### config.mk
export PLATFORM = sky130hd
export DESIGN_NAME = multicycle_control
export DESIGN_NICKNAME = d
export VERILOG_FILES = /design/src/rtl/multicycle_control.sv
export SDC_FILE = /design/constraint.sdc
export NUM_CORES = 1
export LEC_CHECK = 0
export ABC_AREA = 1
export CORE_MARGIN = 8
export CORE_UTILIZATION = 40
export DETAILED_ROUTE_END_ITERATION = 6
export GPL_TIMING_DRIVEN = 0
export MAX_ROUTING_LAYER = met4
export PLACE_DENSITY = 0.67
export SLEW_MARGIN = 20
export SYNTH_ARGS = -nofsm -noshare
export SYNTH_HDL_FRONTEND = slang
export SYNTH_SLANG_ARGS = --single-unit
### constraint.sdc
create_clock -name clk -period 1.8 [get_ports clk]
set_input_delay 0.36 -clock clk [delete_from_list [all_inputs] [get_ports clk]]
set_output_delay 0.36 -clock clk [all_outputs]
set_load 0.03 [all_outputs]
### src/rtl/multicycle_control.sv
// rtl/multicycle_control.sv - multi-cycle IF/ID/EX/MEM/WB control FSM with registered control word
module multicycle_control #(
   parameter int NR_REGS       = 16,
   parameter bit ENABLE_SYSTEM = 1'b1,
   parameter int MEM_TIMEOUT   = 255
) (
   input  logic        clk,
   input  logic        rst,
   output logic        ifu_req,
   input  logic        ifu_valid,
   input  logic [31:0] ifu_inst,
   output logic        lsu_req,
   input  logic        lsu_done,
   output logic        reg_write,
   output logic        pc_we,
   output logic        mem_read,
   output logic        mem_write,
   output logic        mem_to_reg,
   output logic        alu_src,
   output logic [3:0]  alu_op,
   output logic        branch,
   output logic        jump,
   output logic        halted,
   output logic        illegal,
   output logic        bus_err,
   output logic [31:0] instret
);

   localparam logic [2:0] S_IF   = 3'd0;
   localparam logic [2:0] S_ID   = 3'd1;
   localparam logic [2:0] S_EX   = 3'd2;
   localparam logic [2:0] S_MEM  = 3'd3;
   localparam logic [2:0] S_WB   = 3'd4;
   localparam logic [2:0] S_HALT = 3'd5;

   localparam logic [3:0] ALU_ADD  = 4'd0;
   localparam logic [3:0] ALU_SUB  = 4'd1;
   localparam logic [3:0] ALU_SLL  = 4'd2;
   localparam logic [3:0] ALU_SLT  = 4'd3;
   localparam logic [3:0] ALU_SLTU = 4'd4;
   localparam logic [3:0] ALU_XOR  = 4'd5;
   localparam logic [3:0] ALU_SRL  = 4'd6;
   localparam logic [3:0] ALU_SRA  = 4'd7;
   localparam logic [3:0] ALU_OR   = 4'd8;
   localparam logic [3:0] ALU_AND  = 4'd9;

   localparam logic [6:0] OPC_LUI    = 7'b0110111;
   localparam logic [6:0] OPC_AUIPC  = 7'b0010111;
   localparam logic [6:0] OPC_JAL    = 7'b1101111;
   localparam logic [6:0] OPC_JALR   = 7'b1100111;
   localparam logic [6:0] OPC_BRANCH = 7'b1100011;
   localparam logic [6:0] OPC_LOAD   = 7'b0000011;
   localparam logic [6:0] OPC_STORE  = 7'b0100011;
   localparam logic [6:0] OPC_OPIMM  = 7'b0010011;
   localparam logic [6:0] OPC_OP     = 7'b0110011;
   localparam logic [6:0] OPC_SYSTEM = 7'b1110011;

   localparam logic [31:0] INST_EBREAK = 32'h0010_0073;
   localparam logic [5:0]  REG_LIMIT   = 6'(NR_REGS);
   localparam logic [7:0]  TMO_LAST    = 8'(MEM_TIMEOUT - 1);

   logic [2:0]  state_q, state_d;
   logic [31:0] inst_q;
   logic [7:0]  tmo_q, tmo_d;
   logic        illegal_q, illegal_d;
   logic        bus_err_q, bus_err_d;
   logic [31:0] instret_q, instret_d;

   // registered control word
   logic        rw_q, mem_read_q, mem_write_q, mem_to_reg_q, alu_src_q, branch_q, jump_q;
   logic [3:0]  alu_op_q;

   // combinational decode of inst_q
   logic        dec_rw, dec_mem_read, dec_mem_write, dec_mem_to_reg, dec_alu_src;
   logic        dec_branch, dec_jump, dec_ebreak, dec_bad_enc, dec_illegal;
   logic        use_rd, use_rs1, use_rs2;
   logic [3:0]  dec_alu_op;

   logic [6:0]  opcode;
   logic [2:0]  funct3;
   logic [6:0]  funct7;
   logic [4:0]  rd, rs1, rs2;

   assign opcode = inst_q[6:0];
   assign rd     = inst_q[11:7];
   assign funct3 = inst_q[14:12];
   assign rs1    = inst_q[19:15];
   assign rs2    = inst_q[24:20];
   assign funct7 = inst_q[31:25];

   // funct3 to ALU operation; alt picks SUB over ADD and SRA over SRL
   function automatic logic [3:0] f3_to_alu(input logic [2:0] f3, input logic alt);
      case (f3)
         3'b000:  f3_to_alu = alt ? ALU_SUB : ALU_ADD;
         3'b001:  f3_to_alu = ALU_SLL;
         3'b010:  f3_to_alu = ALU_SLT;
         3'b011:  f3_to_alu = ALU_SLTU;
         3'b100:  f3_to_alu = ALU_XOR;
         3'b101:  f3_to_alu = alt ? ALU_SRA : ALU_SRL;
         3'b110:  f3_to_alu = ALU_OR;
         default: f3_to_alu = ALU_AND;
      endcase
   endfunction

   // decode the captured instruction into a candidate control word and legality flags
   always_comb begin
      dec_rw         = 1'b0;
      dec_mem_read   = 1'b0;
      dec_mem_write  = 1'b0;
      dec_mem_to_reg = 1'b0;
      dec_alu_src    = 1'b0;
      dec_branch     = 1'b0;
      dec_jump       = 1'b0;
      dec_alu_op     = ALU_ADD;
      dec_ebreak     = 1'b0;
      dec_bad_enc    = 1'b0;
      use_rd         = 1'b0;
      use_rs1        = 1'b0;
      use_rs2        = 1'b0;
      case (opcode)
         OPC_LUI, OPC_AUIPC: begin
            dec_rw      = 1'b1;
            dec_alu_src = 1'b1;
            use_rd      = 1'b1;
         end
         OPC_JAL: begin
            dec_rw   = 1'b1;
            dec_jump = 1'b1;
            use_rd   = 1'b1;
         end
         OPC_JALR: begin
            dec_rw      = 1'b1;
            dec_alu_src = 1'b1;
            dec_jump    = 1'b1;
            use_rd      = 1'b1;
            use_rs1     = 1'b1;
         end
         OPC_LOAD: begin
            dec_rw         = 1'b1;
            dec_mem_read   = 1'b1;
            dec_mem_to_reg = 1'b1;
            dec_alu_src    = 1'b1;
            use_rd         = 1'b1;
            use_rs1        = 1'b1;
            dec_bad_enc    = (funct3 == 3'b011) || (funct3 >= 3'b110);
         end
         OPC_STORE: begin
            dec_mem_write = 1'b1;
            dec_alu_src   = 1'b1;
            use_rs1       = 1'b1;
            use_rs2       = 1'b1;
            dec_bad_enc   = (funct3 >= 3'b011);
         end
         OPC_OPIMM: begin
            dec_rw      = 1'b1;
            dec_alu_src = 1'b1;
            use_rd      = 1'b1;
            use_rs1     = 1'b1;
            dec_alu_op  = f3_to_alu(funct3, funct7[5] && (funct3 == 3'b101));
            // shift-immediate forms reserve every funct7 except the two shift variants
            if (funct3 == 3'b001 || funct3 == 3'b101)
               dec_bad_enc = (funct7 != 7'b0000000) && (funct7 != 7'b0100000);
         end
         OPC_OP: begin
            dec_rw     = 1'b1;
            use_rd     = 1'b1;
            use_rs1    = 1'b1;
            use_rs2    = 1'b1;
            dec_alu_op = f3_to_alu(funct3, funct7[5]);
         end
         OPC_BRANCH: begin
            dec_branch = 1'b1;
            use_rs1    = 1'b1;
            use_rs2    = 1'b1;
            case (funct3[2:1])
               2'b00:   dec_alu_op = ALU_SUB;
               2'b10:   dec_alu_op = ALU_SLT;
               2'b11:   dec_alu_op = ALU_SLTU;
               default: dec_bad_enc = 1'b1;
            endcase
         end
         OPC_SYSTEM: begin
            if (ENABLE_SYSTEM && inst_q == INST_EBREAK)
               dec_ebreak = 1'b1;
            else
               dec_bad_enc = 1'b1;
         end
         default: dec_bad_enc = 1'b1;
      endcase
      dec_illegal = dec_bad_enc
                  || (use_rd  && ({1'b0, rd}  >= REG_LIMIT))
                  || (use_rs1 && ({1'b0, rs1} >= REG_LIMIT))
                  || (use_rs2 && ({1'b0, rs2} >= REG_LIMIT));
   end

   // next-state logic for the sequencer, timeout counter, sticky causes and instret
   always_comb begin
      state_d   = state_q;
      tmo_d     = tmo_q;
      illegal_d = illegal_q;
      bus_err_d = bus_err_q;
      instret_d = instret_q;
      case (state_q)
         S_IF: begin
            if (ifu_valid) state_d = S_ID;
         end
         S_ID: begin
            if (dec_illegal) begin
               state_d   = S_HALT;
               illegal_d = 1'b1;
            end else if (dec_ebreak) begin
               state_d = S_HALT;
            end else begin
               state_d = S_EX;
            end
         end
         S_EX: begin
            tmo_d   = 8'd0;
            state_d = (mem_read_q || mem_write_q) ? S_MEM : S_WB;
         end
         S_MEM: begin
            // a completion in the final allowed cycle still counts as success
            if (lsu_done) begin
               state_d = S_WB;
               tmo_d   = 8'd0;
            end else if (tmo_q == TMO_LAST) begin
               state_d   = S_HALT;
               bus_err_d = 1'b1;
            end else begin
               tmo_d = tmo_q + 8'd1;
            end
         end
         S_WB: begin
            instret_d = instret_q + 32'd1;
            state_d   = S_IF;
         end
         S_HALT: state_d = S_HALT;
         default: state_d = S_IF;
      endcase
   end

   // sequencer and status registers
   always_ff @(posedge clk) begin
      if (rst) begin
         state_q   <= S_IF;
         tmo_q     <= 8'd0;
         illegal_q <= 1'b0;
         bus_err_q <= 1'b0;
         instret_q <= 32'd0;
      end else begin
         state_q   <= state_d;
         tmo_q     <= tmo_d;
         illegal_q <= illegal_d;
         bus_err_q <= bus_err_d;
         instret_q <= instret_d;
      end
   end

   // instruction capture in IF and control-word load in ID; held until the next ID
   always_ff @(posedge clk) begin
      if (rst) begin
         inst_q       <= 32'd0;
         rw_q         <= 1'b0;
         mem_read_q   <= 1'b0;
         mem_write_q  <= 1'b0;
         mem_to_reg_q <= 1'b0;
         alu_src_q    <= 1'b0;
         alu_op_q     <= ALU_ADD;
         branch_q     <= 1'b0;
         jump_q       <= 1'b0;
      end else begin
         if (state_q == S_IF && ifu_valid) inst_q <= ifu_inst;
         if (state_q == S_ID) begin
            rw_q         <= dec_rw;
            mem_read_q   <= dec_mem_read;
            mem_write_q  <= dec_mem_write;
            mem_to_reg_q <= dec_mem_to_reg;
            alu_src_q    <= dec_alu_src;
            alu_op_q     <= dec_alu_op;
            branch_q     <= dec_branch;
            jump_q       <= dec_jump;
         end
      end
   end

   // requests and strobes drop in the same cycle reset is asserted
   assign ifu_req    = (state_q == S_IF)  && !rst;
   assign lsu_req    = (state_q == S_MEM) && !rst;
   assign pc_we      = (state_q == S_WB)  && !rst;
   assign reg_write  = pc_we && rw_q;
   assign mem_read   = mem_read_q;
   assign mem_write  = mem_write_q;
   assign mem_to_reg = mem_to_reg_q;
   assign alu_src    = alu_src_q;
   assign alu_op     = alu_op_q;
   assign branch     = branch_q;
   assign jump       = jump_q;
   assign halted     = (state_q == S_HALT);
   assign illegal    = illegal_q;
   assign bus_err    = bus_err_q;
   assign instret    = instret_q;

endmodule

### After elaboration in Yosys (flattened, before gate mapping)

Cells that the tools add are included.

| storage, ports and cells | value |
|---|---|
| register bits after elaboration | 87 |
| input bits | 36 |

| cells by class | value |
|---|---|
| $lt $le $gt $ge | 5 |
| muxes and demuxes | 32 |
| bitwise operators | 1 |
| equality and inequality tests | 29 |
| reduce and logical (&&, ||, !) cells | 33 |
| $add $sub $neg | 2 |

Operators by type and width:

| operator | number |
|---|---|
| $pmux W4 S7 | 2 |
| $add A32 B1 Y32 const B | 1 |
| $eq A32 B21 Y1 const B | 1 |
| $eq A7 B7 Y1 const B | 4 |
| $eq A7 B6 Y1 const B | 3 |
| $mux W3 | 6 |
| $mux W1 | 17 |
| $mux W8 | 2 |
| $pmux W8 S2 | 1 |
| $eq A3 B3 Y1 const B | 5 |
| $ge A5 B5 Y1 const B | 3 |
| $pmux W3 S5 | 1 |
| $eq A7 B5 Y1 const B | 2 |
| $eq A3 B2 Y1 const B | 4 |
| $pmux W4 S3 | 1 |
| $reduce_or A6 Y1 | 2 |
| $logic_and A1 B1 Y1 | 10 |
| $pmux W3 S3 | 1 |
| $add A8 B1 Y8 const B | 1 |
| $eq A8 B8 Y1 const B | 1 |
| $eq A7 B2 Y1 const B | 1 |
| $ne A7 B6 Y1 const B | 1 |
| $reduce_bool A7 Y1 | 1 |
| $reduce_or A7 Y1 | 1 |
| other kinds (18) | 30 |

### Logic depth before layout (Yosys ltp)

Gate-level depths: netlist of run 1.

| depth | value |
|---|---|
| word-level depth | 9 |
| gate-level depth with buffers | 15 |
| mapped depth without buffers | 15 |

### Worst setup path before layout of run 1

Ideal clock, no wire load.

| timing | value |
|---|---|
| kind | reg2reg |
| start | register instret_q[0] (netlist: instret[0]) |
| end | register instret_q[30] (netlist: instret[30]) |
| cell stages (with the launch flop) | 11 |
| period minus slack after synthesis | 1.984 ns |
| arrival time | 1.870 ns |
| path buffers | 0 |
| slack | -0.184 ns |
| cells stage by stage | dfxtp_1 > ha_1 > nand3_2 > nor3_4 > nand2_2 > nor2_4 > nand3_4 > nor3_4 > nand2_1 > o21ai_1 > nor2_1 |

| on the way | value |
|---|---|
| longest elaborated chain between the ends | 1 |

RTL lines:

| element | line | text |
|---|---|---|
| start, declared | 67 | `logic [31:0] instret_q, instret_d;` |
| start signal, assigned | 255 | `instret_q <= instret_d;` |
| $add A32 B1 Y32 | 234 | `instret_d = instret_q + 32'd1;` |

No other way between the ends.
A chain may end at the register's enable or synchronous reset.

### Worst setup path in the final report of run 1

| timing | value |
|---|---|
| start | register state_q[1] |
| end | output ifu_req |

| on the way | value |
|---|---|
| longest elaborated chain between the ends | 2 |

RTL lines:

| element | line | text |
|---|---|---|
| start, declared | 62 | `logic [2:0] state_q, state_d;` |
| start signal, assigned | 251 | `state_q <= state_d;` |
| $logic_not A3 Y1 | 287 | `assign ifu_req = (state_q == S_IF) && !rst;` |
| $logic_and A1 B1 Y1 | 287 |  |
| end, declared | 9 | `output logic ifu_req,` |

No other way between the ends.

==> results of run 1 <==
-- power breakdown --
group	internal (W)	switching [W]	total, W
sequential	0.00224	0.000214	0.00245
clock	0.000759	0.000692	0.00145
combinational	0.000671	0.00121	0.00188
-- synthesized netlist by cell type (all sizes together) --
cell type / number / area share (%)
a21boi: 1 / 0.17
o21ai: 59 / 6.8
nand4: 10 / 1.4
o21a: 4 / 0.69
nor3b: 1 / 0.17
xor2: 9 / 1.8
nand3: 33 / 4.4
nor3: 17 / 2.6
nand2: 110 / 10
nor4: 6 / 0.87
inv: 97 / 8.4
dfxtp: 87 / 40
a21oi: 62 / 7.2
xnor2: 2 / 0.40
ha: 3 / 0.87
a41oi: 1 / 0.20
a31oi: 2 / 0.29
o211ai: 1 / 0.17
a211oi: 3 / 0.52
and3: 2 / 0.29
or2: 1 / 0.14
buf: 4 / 0.52
o21bai: 2 / 0.35
clkbuf: 15 / 1.3
o32ai: 1 / 0.20
nor2: 95 / 9.7
o221ai: 1 / 0.20
-- placed cells by master (no fill, tap or decap), types with 3 or more instances in the layout --
cell type,count
nor4_1,6
a21oi_1,62
dfxtp_2,3
buf_4,20
nor3_2,3
nand2_2,4
nor3_1,11
o21a_1,4
dfxtp_4,3
clkbuf_8,10
clkbuf_2,4
nor2_1,81
nand2_4,3
nand4_1,10
nand3_2,3
clkdlybuf4s50_1,46
nor2_4,6
nor3_4,3
inv_1,93
xor2_1,9
o21ai_0,51
dlygate4sd2_1,22
o21ai_1,7
nor2_2,6
nand3_1,28
inv_2,4
dlymetal6s2s_1,10
nand2_1,102
dfxtp_1,81
clkbuf_1,12
a211oi_1,3
-- routing by layer --
layer  up-vias  routed length [µm]
met5         -                   0
met4         0                 167
met3        14                 658
met2        99                5840
met1      1943                5470
li1       2249                   -
-- cells by family after synthesis --
family / count (synthesis)
DFF: 87
AOI/OAI and AO/OA: 137
xor gates and xnor gates: 11
buffers and inverters: 116
adders and majority gates: 3
and+or+nand+nor: 275
-- final cells by class --
type	count	area share [%]
Timing Repair Buffer	96	15.8
Multi-Input combinational cell	426	39.2
Tap cell	140	3.04
Clock buffer	13	2.95
Inverter	97	6.31
Clock inverter	2	0.650
Buffer	19	1.56
Sequential cell	87	30.4
-- worst reg2reg max path, delay by kind of cell (launching register included) --
family	cells	cell delay [ns]
AO/OA/AOI/OAI	1	0.12
AND/OR/NAND/NOR	9	1.13
flip-flops	1	0.37
-- path summary, 6_finish.rpt --
| check | slack [ns] | start | cells after the start | end |
|---|---|---|---|---|
| max | 0.02 | state_q[1] | 5 | ifu_req |
| min | 0.45 | rst | 3 | instret[3] |
| min reg2reg | 0.46 | inst_q[10] | 2 | inst_q[10] |
| max reg2reg | 0.07 | state_q[1] | 10 | instret[30] |
-- per-stage QoR --
step / setup slack, ns / instances / cell area (µm²) / TNS [ns] / hold WS [ns]
floorplan: 0.0117 / 629 / 4350 / 0 / 0.429
global placement: -0.423 / 852 / 5360 / -2.63 / 0.438
detailed placement: -0.416 / 852 / 5360 / -3.45 / 0.446
CTS: 0.00123 / 869 / 5560 / 0 / 0.443
global route: -0.0580 / 880 / 5770 / -0.420 / 0.474
finish: 0.0191 / 880 / 5770 / 0 / 0.451
-- repair_timing --
action	CTS	global route
resized for setup	56	59
hold buffers	0	0
endpoints found under the hold margin	0	0
setup endpoints to repair	34	67
buffers inserted	2	11
gates cloned	0	0
pin swaps	3	7
==> metrics.cfg, run 1 <==
[worst_hold_path]
hold_class=in -> reg

[layout]
multi_input_area_mm2=0.00226
diodes=0
area_growth_syn_to_layout_pct=33.1
nFillCells=1041
fin_nets=775
postLayoutCoreUtil_pct=53.9
drive_gt1_share_pct=11.9
seqCellArea_mm2=0.00176

[global_routing]
track_usage_pct=17.2
antenna_found_initial=0
grt.overflow.total=0
met1_usage_pct=21.5
grt_pass1_wl_um=19800
grt_pass1_vias=4161
grtUsageMet3_pct=3.85
grt_max_degree=14
top_usage_layer=met2
grt_use_met2_pct=27.5

[pwr]
power_leakage_nw=2.62
total_power_w=0.00578
power.density_mw_per_mm2=1000
peakVddDrop_v=0.000560

[timing]
grt_setup_unrepaired=yes
finalHoldViolations=0
max_slew_margin_pct=60.5
setup_violations=0
tightest_slew_ns=0.592
fmax_mhz=562
maxSlewViolCount=0
finalCriticalPeriod_ns=1.78
clock_skew_ns=0.0133
fin_crit_sh_pct=98.9

[synthesis]
synth_top_family_by_area=simple AND/OR/NAND/NOR gates
synth_compound_area_share_pct=16.8
synthSimpleGateAreaFrac_pct=29.8
syn_nets=668
netlist_area_mm2=0.00434
synth-adder-area-share_pct=0.866
synth-xor-area-share_pct=2.22
ys_ff_latch=87
post_synth_num_cell_types=38
avgSynthCellArea_um2=6.89
yosysWarnings=0
synthesis.instances=629
synth_mux_area_share_pct=0
ys_seq_area_share_pct=40.2

[cts]
cts_buffers=9
ctsHtreeMaxLevel=3
clock-root-buffer=clkbuf_8
clock_latency_ns=0.35
clock_sinks=87
clk_pin_slew_ns=0.09
cts_buffer_depth=2
cts_tree=built

[placed_design]
portBuffers=83
hpwl_um=9230
routabilityCongestion=0.899

[drt]
viasPerCell=4.89
drt_first_pass_iters=5
routed_wl_um=12100
wl_per_cell_um=13.8
postRouteAntennaNets=0
drt_first_iter_violations=241
vias=4305
drc=0

[setup_path]
crit_fanout=5
cp_top_family=simple AND/OR/NAND/NOR gates
cp_common_cell=buf_4
startpoint_type=flip-flop
worstPathRequired_ns=1.44
path_buf_inv=2
path_cells=nor2_4 -> buf_4 -> nand2_1 -> nor2_1 -> buf_4
max_stage_delay_ns=0.37
endpoint_kind=output port
cp.arrival_ns=1.42
slowest_stage=dfxtp_4
crit_type=reg -> out

[floorplan]
initial_core_util_pct=40.5
die_x_um=120
io_pins=85
placementRows=38
core_mm2=0.0107
die_y_um=120
die-area_mm2=0.0144

[job]
cap_viol_max_count=0

[run_status]
outcome=completed

(Power assumes the default switching activity.)
==> inputs of run 2 (changes only) <==
--- a/config.mk
+++ b/config.mk
@@ -7,11 +7,11 @@
 export LEC_CHECK = 0
 export ABC_AREA = 1
 export CORE_MARGIN = 8
-export CORE_UTILIZATION = 40
+export CORE_UTILIZATION = 38
 export DETAILED_ROUTE_END_ITERATION = 6
 export GPL_TIMING_DRIVEN = 0
 export MAX_ROUTING_LAYER = met4
-export PLACE_DENSITY = 0.67
+export SKIP_LAST_GASP = 1
 export SLEW_MARGIN = 20
 export SYNTH_ARGS = -nofsm -noshare
 export SYNTH_HDL_FRONTEND = slang
==> run 2 against run 1 <==
- the flow now finishes with violations (negative setup slack)
- critical path depth did not move
- wire length is 0.58% higher
- maximum frequency decreased by 1.6%
- utilization is 1.1 points lower
- critical path type unchanged
==> metrics.cfg, run 2 (synthesis results as in run 1) <==
[setup_path]
crit_fanout=5
worstPathRequired_ns=1.44
max_stage_delay_ns=0.34
cp.arrival_ns=1.45
startpoint_type=flip-flop
path_cells=nor2_4 -> nand2_8 -> buf_12 -> nor3b_4 -> buf_6
slowest_stage=dfxtp_2
crit_type=reg -> out
cp_top_family=simple AND/OR/NAND/NOR gates
endpoint_kind=output port
path_buf_inv=2

[timing]
finalCriticalPeriod_ns=1.81
max_slew_margin_pct=59.1
finalHoldViolations=0
tightest_slew_ns=0.613
tns_ns=-0.00965
worst_slack_ns=-0.00965
fin_crit_sh_pct=101
grt_setup_unrepaired=yes
fmax_mhz=553
setup_violations=1
maxSlewViolCount=0
clock_skew_ns=0.00714

[pwr]
peakVddDrop_v=0.000524
power.density_mw_per_mm2=1050
power_leakage_nw=2.65

[job]
cap_viol_max_count=0

[global_routing]
grt_pass1_wl_um=19600
grt.overflow.total=0
track_usage_pct=16.8
grt_pass1_vias=4101
antenna_found_initial=0
grt_max_degree=15

[layout]
final_cell_mix=nand2_1 (103), inv_1 (93), nor2_1 (82)
layout_commonest_cell=nand2_1
diodes=0
fin_nets=784
nFillCells=1099
postLayoutCoreUtil_pct=52.8
drive_gt1_share_pct=13.0
area_growth_syn_to_layout_pct=37.3

[placed_design]
portBuffers=83
routabilityCongestion=0.915
hpwl_um=9280

[floorplan]
die_x_um=123
io_pins=85
placementRows=39
die-area_mm2=0.0151
initial_core_util_pct=38.5
die_y_um=123
core_mm2=0.0113

[drt]
vias=4305
drt_first_iter_violations=258
wl_per_cell_um=13.7
routed_wl_um=12200
postRouteAntennaNets=0
drc=0
viasPerCell=4.83
drt_first_pass_iters=5

[cts]
cts_tree=built
cts_hold_buffers=0
cts_buffers=9
clock_latency_ns=0.34
clock-root-buffer=clkbuf_16
ctsHtreeMaxLevel=3
clock_sinks=87
cts_buffer_depth=2
clk_pin_slew_ns=0.06

[run_status]
failed_checks=negative setup slack
outcome=complete, but fails checks

[worst_hold_path]
hold_class=in -> reg

## run 2: layout make-up
class	instances	area [µm²]	area share (%)
plain buffers	19	91.3	1.53
inverters	97	364	6.12
repair buffers	105	993	16.7
multi-input cells	426	2270	38.1
clock buffers	12	256	4.31
well taps	143	179	3.01
flip-flops and latches	87	1760	29.5
clock inverters	3	43.8	0.736
## run 2: worst min-delay path, cell delays in order
cell and delay (ns):
clkbuf_1 0.22, a21oi_1 0.07, o21a_1 0.09
## run 2: path summary, 6_finish.rpt
check        depth (start not counted)  startpoint          end  slack [ns]
max reg2reg                         11  instret[0]  instret[24]        0.02
min                                  3         rst   instret[3]        0.44
min reg2reg                          2  inst_q[10]   inst_q[10]        0.46
max                                  5  state_q[0]    reg_write       -0.01
## run 2: power breakdown
part | switching [W] | internal, W | leakage, nW
Sequential | 0.000217 | 0.00224 | 0.713
Combinational | 0.00120 | 0.000688 | 1.79
Clock | 0.000749 | 0.00114 | 0.149
Total | 0.00217 | 0.00407 | 2.65
## run 2: metal layers
metal / track usage (%) / share of wire (%) / vias to the layer above
met1: 20.3 / 47 / 1954
met2: 26.6 / 47 / 66
met5: - / 0 / -
met4: 6.78 / 1.3 / 0
li1: - / - / 2273
met3: 3.96 / 4.7 / 12
## run 2: per-stage QoR
step	instances	cell area [µm²]	total power [W]	hold slack (ns)	worst slack, ns
after floorplan	629	4350	0.00363	0.429	0.0117
after global placement	855	5360	0.00423	0.441	-0.440
after detailed placement	855	5360	0.00427	0.450	-0.447
after CTS	871	5640	0.00615	0.449	-0.0622
after global routing	892	5950	0.00664	0.469	-0.111
final	892	5950	0.00624	0.442	-0.00965
## run 2: what timing repair did
action,4_1_cts,5_1_grt
setup buffers,1,21
setup endpoints to repair,27,70
gates resized for setup,48,55
pin swaps,2,10
==> inputs of run 3 (changes only) <==
==> constraint.sdc (replaced) <==
create_clock -name clk -period 1.73 [get_ports clk]
set_input_delay 0.346 -clock clk [delete_from_list [all_inputs] [get_ports clk]]
set_output_delay 0.346 -clock clk [all_outputs]
set_load 0.03 [all_outputs]
==> run 3 against run 2 <==
- the run still ends with negative setup slack left
- register-to-register slack worse by 0.04 ns
- utilization increased by 1.0 points
- hold slack worse by 0.055 ns
- cell area grew 1.9%
- setup slack worse by 0.013 ns
- first-iteration DRC count fell by 25%
- sequential share of layout area fell by 0.43 points
- wire length is 1.9% higher
==> metrics.cfg, run 3 (synthesis results as in run 1) <==
[setup_path]
crit_fanout=6
worstPathRequired_ns=1.98
cp.arrival_ns=2.00
cp_top_family=simple AND/OR/NAND/NOR gates
slowest_stage=dfxtp_4
startpoint_type=flip-flop
endpoint_kind=flip-flop
path_buf_inv=0
cp.depth=12
path_cells=nor2_4 -> nand2_8 -> nor2_8 -> nand2_4 -> nor2_4 -> nand2_4 -> nor2_8 -> nand3_4 -> nor2_4 -> nand2_2 -> o21ai_2 -> nor2_2
crit_type=reg -> reg
max_stage_delay_ns=0.36
cp_common_cell=nor2_4
reg2reg_depth=12

[layout]
nFillCells=1141
fin_area_mm2=0.00607
diodes=0
layoutNonFillerInstCount=898
area_growth_syn_to_layout_pct=39.9
layout_commonest_cell=nand2_1
drive_gt1_share_pct=18.8
fin_nets=789
final_cell_mix=nand2_1 (93), inv_1 (85), dfxtp_1 (76)

[run_status]
outcome=complete, but fails checks
failed_checks=negative setup slack

[timing]
worst_slack_ns=-0.0230
tightest_slew_ns=0.582
finalHoldViolations=0
max_slew_margin_pct=61.2
fin_crit_sh_pct=101
clock_skew_ns=0.0110
grt_setup_unrepaired=yes
fmax_mhz=570
setup_violations=5
maxSlewViolCount=0
finalCriticalPeriod_ns=1.75

[drt]
postRouteAntennaNets=0
wl_per_cell_um=13.9
drt_first_iter_violations=194
drc=0
vias=4391
drt_first_pass_iters=4
routed_wl_um=12400
viasPerCell=4.89

[pwr]
peakVddDrop_v=0.000635
power_leakage_nw=2.73
total_power_w=0.00654
power.density_mw_per_mm2=1080

[floorplan]
initial_core_util_pct=38.5
placementRows=39
die-area_mm2=0.0151
die_y_um=123
die_x_um=123
core_mm2=0.0113
io_pins=85

[cts]
clock_sinks=87
clk_pin_slew_ns=0.06
cts_buffer_depth=2
cts_tree=built
ctsHtreeMaxLevel=3
clock-root-buffer=clkbuf_16
cts_hold_buffers=0
clock_latency_ns=0.35
cts_buffers=9

[global_routing]
grt_max_degree=14
grt.overflow.total=0
grt_pass1_vias=4139
grt_pass1_wl_um=19800
track_usage_pct=17.1
antenna_found_initial=0

[placed_design]
placed_area_mm2=0.00536
dp.cells=855
portBuffers=83
routabilityCongestion=0.869
hpwl_um=9340

[worst_hold_path]
hold_class=in -> reg
hold-path-cell-count=3

[job]
cap_viol_max_count=0

## run 3: cell types whose count changed in the layout (fill, tap and decap cells not counted), sizes merged
cell           before  now
dlygate4sd2        18   35
clkdlybuf4s50      53   38
buf                31   37
dlymetal6s2s        7    5
clkinv              2    1
clkinvlp            0    1
## run 3: path summary, 6_finish.rpt
kind	start	to	slack, ns
max	state_q[1]	instret[31]	-0.02
min	rst	instret[3]	0.39
max reg2reg	state_q[1]	instret[31]	-0.02
min reg2reg	inst_q[10]	inst_q[10]	0.45
## run 3: timing repair
item / 4_1_cts / 5_1_grt
resized for setup: 81 / 89
pin swaps: 4 / 20
setup endpoints to repair: 64 / 64
buffers inserted: 7 / 20
## run 3: power breakdown
group	total [W]	leakage [nW]	switching, W	internal [W]
registers	0.00257	0.716	0.000237	0.00233
logic	0.00202	1.88	0.00129	0.000728
clock network	0.00196	0.140	0.000798	0.00116
total	0.00654	2.73	0.00232	0.00422
## run 3: cell type report
type / count / area [µm²] / share of cell area [%]
Multi-Input combinational cell: 426 / 2370 / 39.0
Sequential cell: 87 / 1760 / 29.1
Timing Repair Buffer: 110 / 1010 / 16.6
Inverter: 97 / 364 / 6.00
Clock buffer: 13 / 250 / 4.12
Tap cell: 143 / 179 / 2.95
Buffer: 19 / 96.3 / 1.59
Clock inverter: 3 / 42.5 / 0.701
## run 3: per-layer routing
metal | part of all wire (%) | wire (µm) | global-route usage [%]
met5 | 0 | 0 | -
met2 | 49 | 6070 | 27.8
met3 | 4.7 | 584 | 3.82
met4 | 1.3 | 165 | 7.01
met1 | 45 | 5630 | 20.0
## run 3: through the flow
stage	hold WS [ns]	setup TNS [ns]	utilization (%)	setup WS (ns)
3_3_place_gp	0.440	-4.91	47.6	-0.446
3_5_place_dp	0.452	-6.03	47.6	-0.432
5_1_grt	0.419	-1.05	53.8	-0.123
2_1_floorplan	0.429	-0.0463	-	-0.0463
6_report	0.388	-0.0601	53.8	-0.0230
4_1_cts	0.386	-0.113	50.8	-0.0502
## run 3: worst register-to-register path, cell delays in order (launching register included)
cell and delay, ns:
dfxtp_4 0.36, nor2_4 0.18, nand2_8 0.10, nor2_8 0.12, nand2_4 0.08, nor2_4 0.12
nand2_4 0.09, nor2_8 0.13, nand3_4 0.10, nor2_4 0.12, nand2_2 0.08, o21ai_2 0.13
nor2_2 0.04
==> variant 1 (config.mk and constraints of run 3) <==
Put a register stage on the output `ifu_req`. The value now appears one clock later. The other outputs are not delayed to match.
--- a/src/rtl/multicycle_control.sv
+++ b/src/rtl/multicycle_control.sv
@@ -285,5 +285,7 @@
 
    // requests and strobes drop in the same cycle reset is asserted
-   assign ifu_req    = (state_q == S_IF)  && !rst;
+   always_ff @(posedge clk) begin
+      ifu_req <= (state_q == S_IF)  && !rst;
+   end
    assign lsu_req    = (state_q == S_MEM) && !rst;
    assign pc_we      = (state_q == S_WB)  && !rst;
Check against the original RTL: not equivalent (a bounded check fails within 4 cycles, from zero or initial values and one cycle with rst high).
==> variant 1 against run 3 <==
- the run still ends with setup timing left
- fmax up 0.26%
- cell area shrank 0.78%
- sequential cell count increased by 1
- area after synthesis up 0.46%
- wire length shrank 1.2%
- largest power group unchanged
- worst setup slack improved by 0.0045 ns
- global-route usage down 0.23 points
- synthesized cell count increased by 0.16%
- count of clock-buffer cells in the layout unchanged
- largest cell class unchanged
- total power grew 2.1%
- critical path type is now register to output pin
==> variant 1: results (changes against run 3) <==
violated checks setup timing; Synth Area in Compound Gates 16.69% (-0.077 points); critical path arrival 1.40 ns (-0.60 ns); initial DRC count 267 (+38%); Skew-Pair Late Insertion Delay 0.33 ns (-0.02 ns); critical path peak fanout 7 (+1); Longest Clk Path Bufs 2 (unchanged); post-synthesis adder-cell area fraction 0.8616% (-0.0040 points); vias in the first global route 4189 (+1.2%); Synth Area in XOR/XNOR 2.211% (-0.010 points); dpl cell area 0.005381 mm² (+0.37%); average via count per standard cell 4.893 (about the same); internal power 4.389 mW (+4.0%); Seq/Total Area, Yosys 40.44% (+0.27 points); Final setup violation count 1 (-4); Fin Clk Skew 0.007562 ns (-0.003416 ns); final setup margin -0.01847 ns (+0.004548 ns); max cap viols 0 (unchanged); status finished with violations; Synth warnings 0 (unchanged); setup total negative slack -0.01847 ns (+0.04167 ns); wirelength, routed 12.29 mm (-1.2%); Final Wtd Congestion 0.8969 (+3.2%); layout cells sized above 1 15.78% (-3.0 points); DR pass1 iterations 5 (+1); hpwl dp 9.291 mm (-0.48%); Worst VDD drop 0.8035 mV (+27%); Post-synth top cells nand2_1 (105), inv_1 (97), dfxtp_1 (88), nor2_1 (87), a21oi_1 (62); most area-consuming cells after synthesis dfxtp_1 (40%), nand2_1 (9.0%), inv_1 (8.4%); gr usage total 16.87% (-0.23 points); Worst Tran Pin Value 0.5848 ns (+0.002806 ns); Nets 782 (-0.89%); leakage power 2.737 nW (about the same); post-synth net total 669 (+0.15%); first-pass GRT wire length 19.75 mm (-0.25%)
-- variant 1: changes by cell type after synthesis, sizes merged --
cell / before / now
dfxtp: 87 / 88
-- variant 1: layout make-up --
class | count | area [µm²]
Clock inverter | 3 | 65.06
Inverter | 97 | 364.1
Buffer | 19 | 93.84
Multi-Input combinational cell | 426 | 2338
Clock buffer | 13 | 250.2
Sequential cell | 88 | 1783
Tap cell | 143 | 178.9
Fill cell | 1110 | 5301
Timing Repair Buffer | 102 | 945.9
-- variant 1: logic make-up (layout without fill, tap and decap cells) --
kind of cell    after synthesis  in the layout
simple gates                275            275
compound gates              137            137
buf+inv                     116            234
flops                        88             88
xor+xnor                     11             11
fa+ha+maj                     3              3
-- variant 1: critical path, cell delays in order, from the launching register on --
cell     delay (ns)
dfxtp_1        0.29
buf_4          0.17
nor3_2         0.22
inv_1          0.08
nor2_1         0.13
buf_4          0.18
-- variant 1: routing by layer --
| layer | track usage (%) | part of all wire [%] | up-vias |
|---|---|---|---|
| met2 | 26.50 | 47 | 84 |
| met5 | - | 0 | - |
| met4 | 6.546 | 1.5 | 0 |
| met1 | 20.85 | 47 | 1987 |
| li1 | - | - | 2273 |
| met3 | 3.562 | 4.7 | 16 |
-- variant 1: stage by stage --
step                hold WS [ns]  cells  total power [mW]  worst slack [ns]
finish                    0.4215    891             6.681          -0.01847
global route              0.4659    891             7.080           -0.1084
CTS                       0.4093    879             6.610          -0.07021
detailed placement        0.4420    856             4.484           -0.4292
global placement          0.4399    856             4.449           -0.4592
floorplan                 0.4292    630             3.812          -0.04634
-- variant 1: power by group through the flow --
stage          Combinational [mW]  Clock (mW)  Sequential, mW
3_3_place_gp                 1.83           0            2.61
4_1_cts                      1.89        2.13            2.59
6_report                     2.01        2.07            2.60
2_1_floorplan                1.06           0            2.75
3_5_place_dp                 1.86           0            2.62
5_1_grt                      2.23        2.21            2.64
-- variant 1: final timing paths --
check | start | endpoint | slack [ns] | depth (start not counted)
min | rst | instret[3]$_SDFFE_PP0N_ | 0.42 | 3
max reg2reg | state_q[0]$_SDFFE_PP0P_ | instret[29]$_SDFFE_PP0N_ | 0.02 | 12
max | state_q[2]$_SDFFE_PP0P_ | lsu_req | -0.02 | 5
min reg2reg | inst_q[10]$_SDFFE_PP0P_ | inst_q[10]$_SDFFE_PP0P_ | 0.45 | 2
-- variant 1: what timing repair did --
action | CTS | global route
hold endpoints to repair | 0 | 0
pin swaps | 5 | 17
resized for setup | 75 | 75
setup buffers | 7 | 12
setup endpoints to repair | 67 | 64
hold buffers | 0 | 0
==> variant 2 (config.mk and constraints of run 3) <==
Without the edit above. Set the parameter `ENABLE_SYSTEM` to 1'b0 (it was 1'b1).
--- a/src/rtl/multicycle_control.sv
+++ b/src/rtl/multicycle_control.sv
@@ -2,5 +2,5 @@
 module multicycle_control #(
    parameter int NR_REGS       = 16,
-   parameter bit ENABLE_SYSTEM = 1'b1,
+   parameter bit ENABLE_SYSTEM = 1'b0,
    parameter int MEM_TIMEOUT   = 255
 ) (
Function: changed (Yosys sat finds a counterexample within 4 cycles, from zero or initial values and one cycle with rst high).
==> variant 2 against run 3 <==
- the run still ends with setup timing left
- worst setup slack better by 0.023 ns
- total power down 20%
- area after synthesis down 12%
- via count down 9.4%
- die area down 10%
- sequential cell count down 12
- cell area down 15%
- wire length down 9.5%
- first-iteration DRC count up 16%
==> variant 2: results (changes against run 3) <==
Yosys cell types 35 (-7.9%); violated checks setup timing; Synth Area in Compound Gates 15.53% (-1.2 points); most area-consuming cells after synthesis dfxtp_1 (39%), nand2_1 (10%), nor2_1 (8.2%); Final Wtd Congestion 0.8863 (+2.0%); gr usage total 17.75% (+0.65 points); DR WL/cell 13.94 µm (+0.63%); Post-synth top cells nand2_1 (107), nor2_1 (84), inv_1 (80), dfxtp_1 (75), a21oi_1 (55); critical path peak fanout 4 (-2); fillers 1021 (-11%); Met2 Wirelength 5.035 mm (-17%); Slew headroom 50.06% (-11 points); initial DRC count 225 (+16%); Worst VDD drop 0.5988 mV (-5.7%); vias in the first global route 3783 (-8.6%); critical path arrival 1.38 ns (-0.62 ns); Synth Instances 576 (-8.4%); Final setup violation count 1 (-4); setup total negative slack -0.0001611 ns (+0.05997 ns); first-pass GRT wire length 18.38 mm (-7.1%); Fin Clk Skew 0.008131 ns (-0.002847 ns); cell row count 36 (-7.7%); Synth Area in XOR/XNOR 1.370% (-0.85 points); layout cells sized above 1 13.78% (-5.0 points); # port buffers 72 (-13%); vias 3980 (-9.4%); Seq/Total Area, Yosys 39.14% (-1.0 points); status finished with violations; met3 routed WL 675 µm (+16%); clock slew at reported path FFs 0.08 ns (+0.02 ns); leakage power 2.372 nW (-13%); DP Worst Slack -1.282 ns (-0.8501 ns); WL met1 5.404 mm (-3.9%); Nets 709 (-10%); final setup margin -0.0001611 ns (+0.02285 ns); CTS root buffer clkbuf_8; post-synthesis adder-cell area fraction 0.9785% (+0.11 points); hpwl dp 8.564 mm (-8.3%); DR pass1 iterations 5 (+1); DP Cell Count 781 (-8.7%); wirelength, routed 11.27 mm (-9.5%); Synth warnings 0 (unchanged)
==> variant 2: changes by cell type after synthesis, moves of 3 or more <==
cell | before | now
a21oi_1 | 62 | 55
dfxtp_1 | 87 | 75
nor3_1 | 14 | 19
buf_1 | 0 | 3
o21ai_0 | 56 | 46
nor2_1 | 87 | 84
nand3_1 | 29 | 35
nor4_1 | 6 | 2
xor2_1 | 9 | 6
clkbuf_1 | 15 | 7
inv_1 | 97 | 80
==> variant 2: timing repair <==
item / in CTS / in global routing
setup buffers: 8 / 3
setup endpoints to repair: 56 / 29
resized for setup: 95 / 37
endpoints found under the hold margin: 0 / 0
pin swaps: 3 / 7
==> variant 2: final timing paths <==
check                                              from                        to  slack [ns]  cells past startpoint
worst min register to register  inst_q[11]$_SDFFE_PP0P_   inst_q[11]$_SDFFE_PP0P_        0.45                      2
worst max register to register  state_q[0]$_SDFFE_PP0P_  instret[31]$_SDFFE_PP0N_        0.06                     11
worst min-delay path            inst_q[11]$_SDFFE_PP0P_   inst_q[11]$_SDFFE_PP0P_        0.45                      2
worst max-delay path            state_q[0]$_SDFFE_PP0P_                 reg_write     -0.0002                      5
==> variant 2: cells by family (layout without fill, tap and decap cells) <==
| family | after synthesis | count (layout) |
|---|---|---|
| fa+ha+maj | 3 | 3 |
| compound gates | 114 | 114 |
| buf+inv | 97 | 196 |
| simple gates | 281 | 281 |
| xor+xnor | 6 | 6 |
| flops | 75 | 75 |
==> variant 2: per-stage QoR <==
step           hold slack [ns]  area (µm²)
3_3_place_gp            0.4357        4731
5_1_grt                 0.4715        5184
3_5_place_dp            0.4379        4731
6_report                0.4499        5184
4_1_cts                 0.4506        5046
2_1_floorplan           0.4233        3844
==> variant 2: layout make-up <==
cell class / count / area share (%)
timing repair buffer: 83 / 14.60
tap: 133 / 3.210
inverter: 83 / 6.010
buffer: 14 / 2.028
sequential: 75 / 29.28
clock buffer: 11 / 2.728
multi-input combinational: 404 / 40.21
clock inverter: 5 / 1.931
==> variant 2: report_power, final <==
group	switching, mW	internal [mW]	total [mW]
registers	0.178	1.95	2.13
clock network	0.673	0.994	1.67
logic	0.923	0.532	1.46
==> variant 2: worst max-delay path: stages (launching register included) <==
cell	delay [ns]
dfxtp_2	0.35
nor2_4	0.14
nand2_4	0.06
buf_8	0.13
nor3_4	0.19
buf_6	0.16
==> variant 2: per-layer routing <==
metal  vias up  track usage [%]
li1       2053                -
met1      1792            22.41
met2       119            27.66
met3        16            3.826
met4         0            5.704
met5         -                -
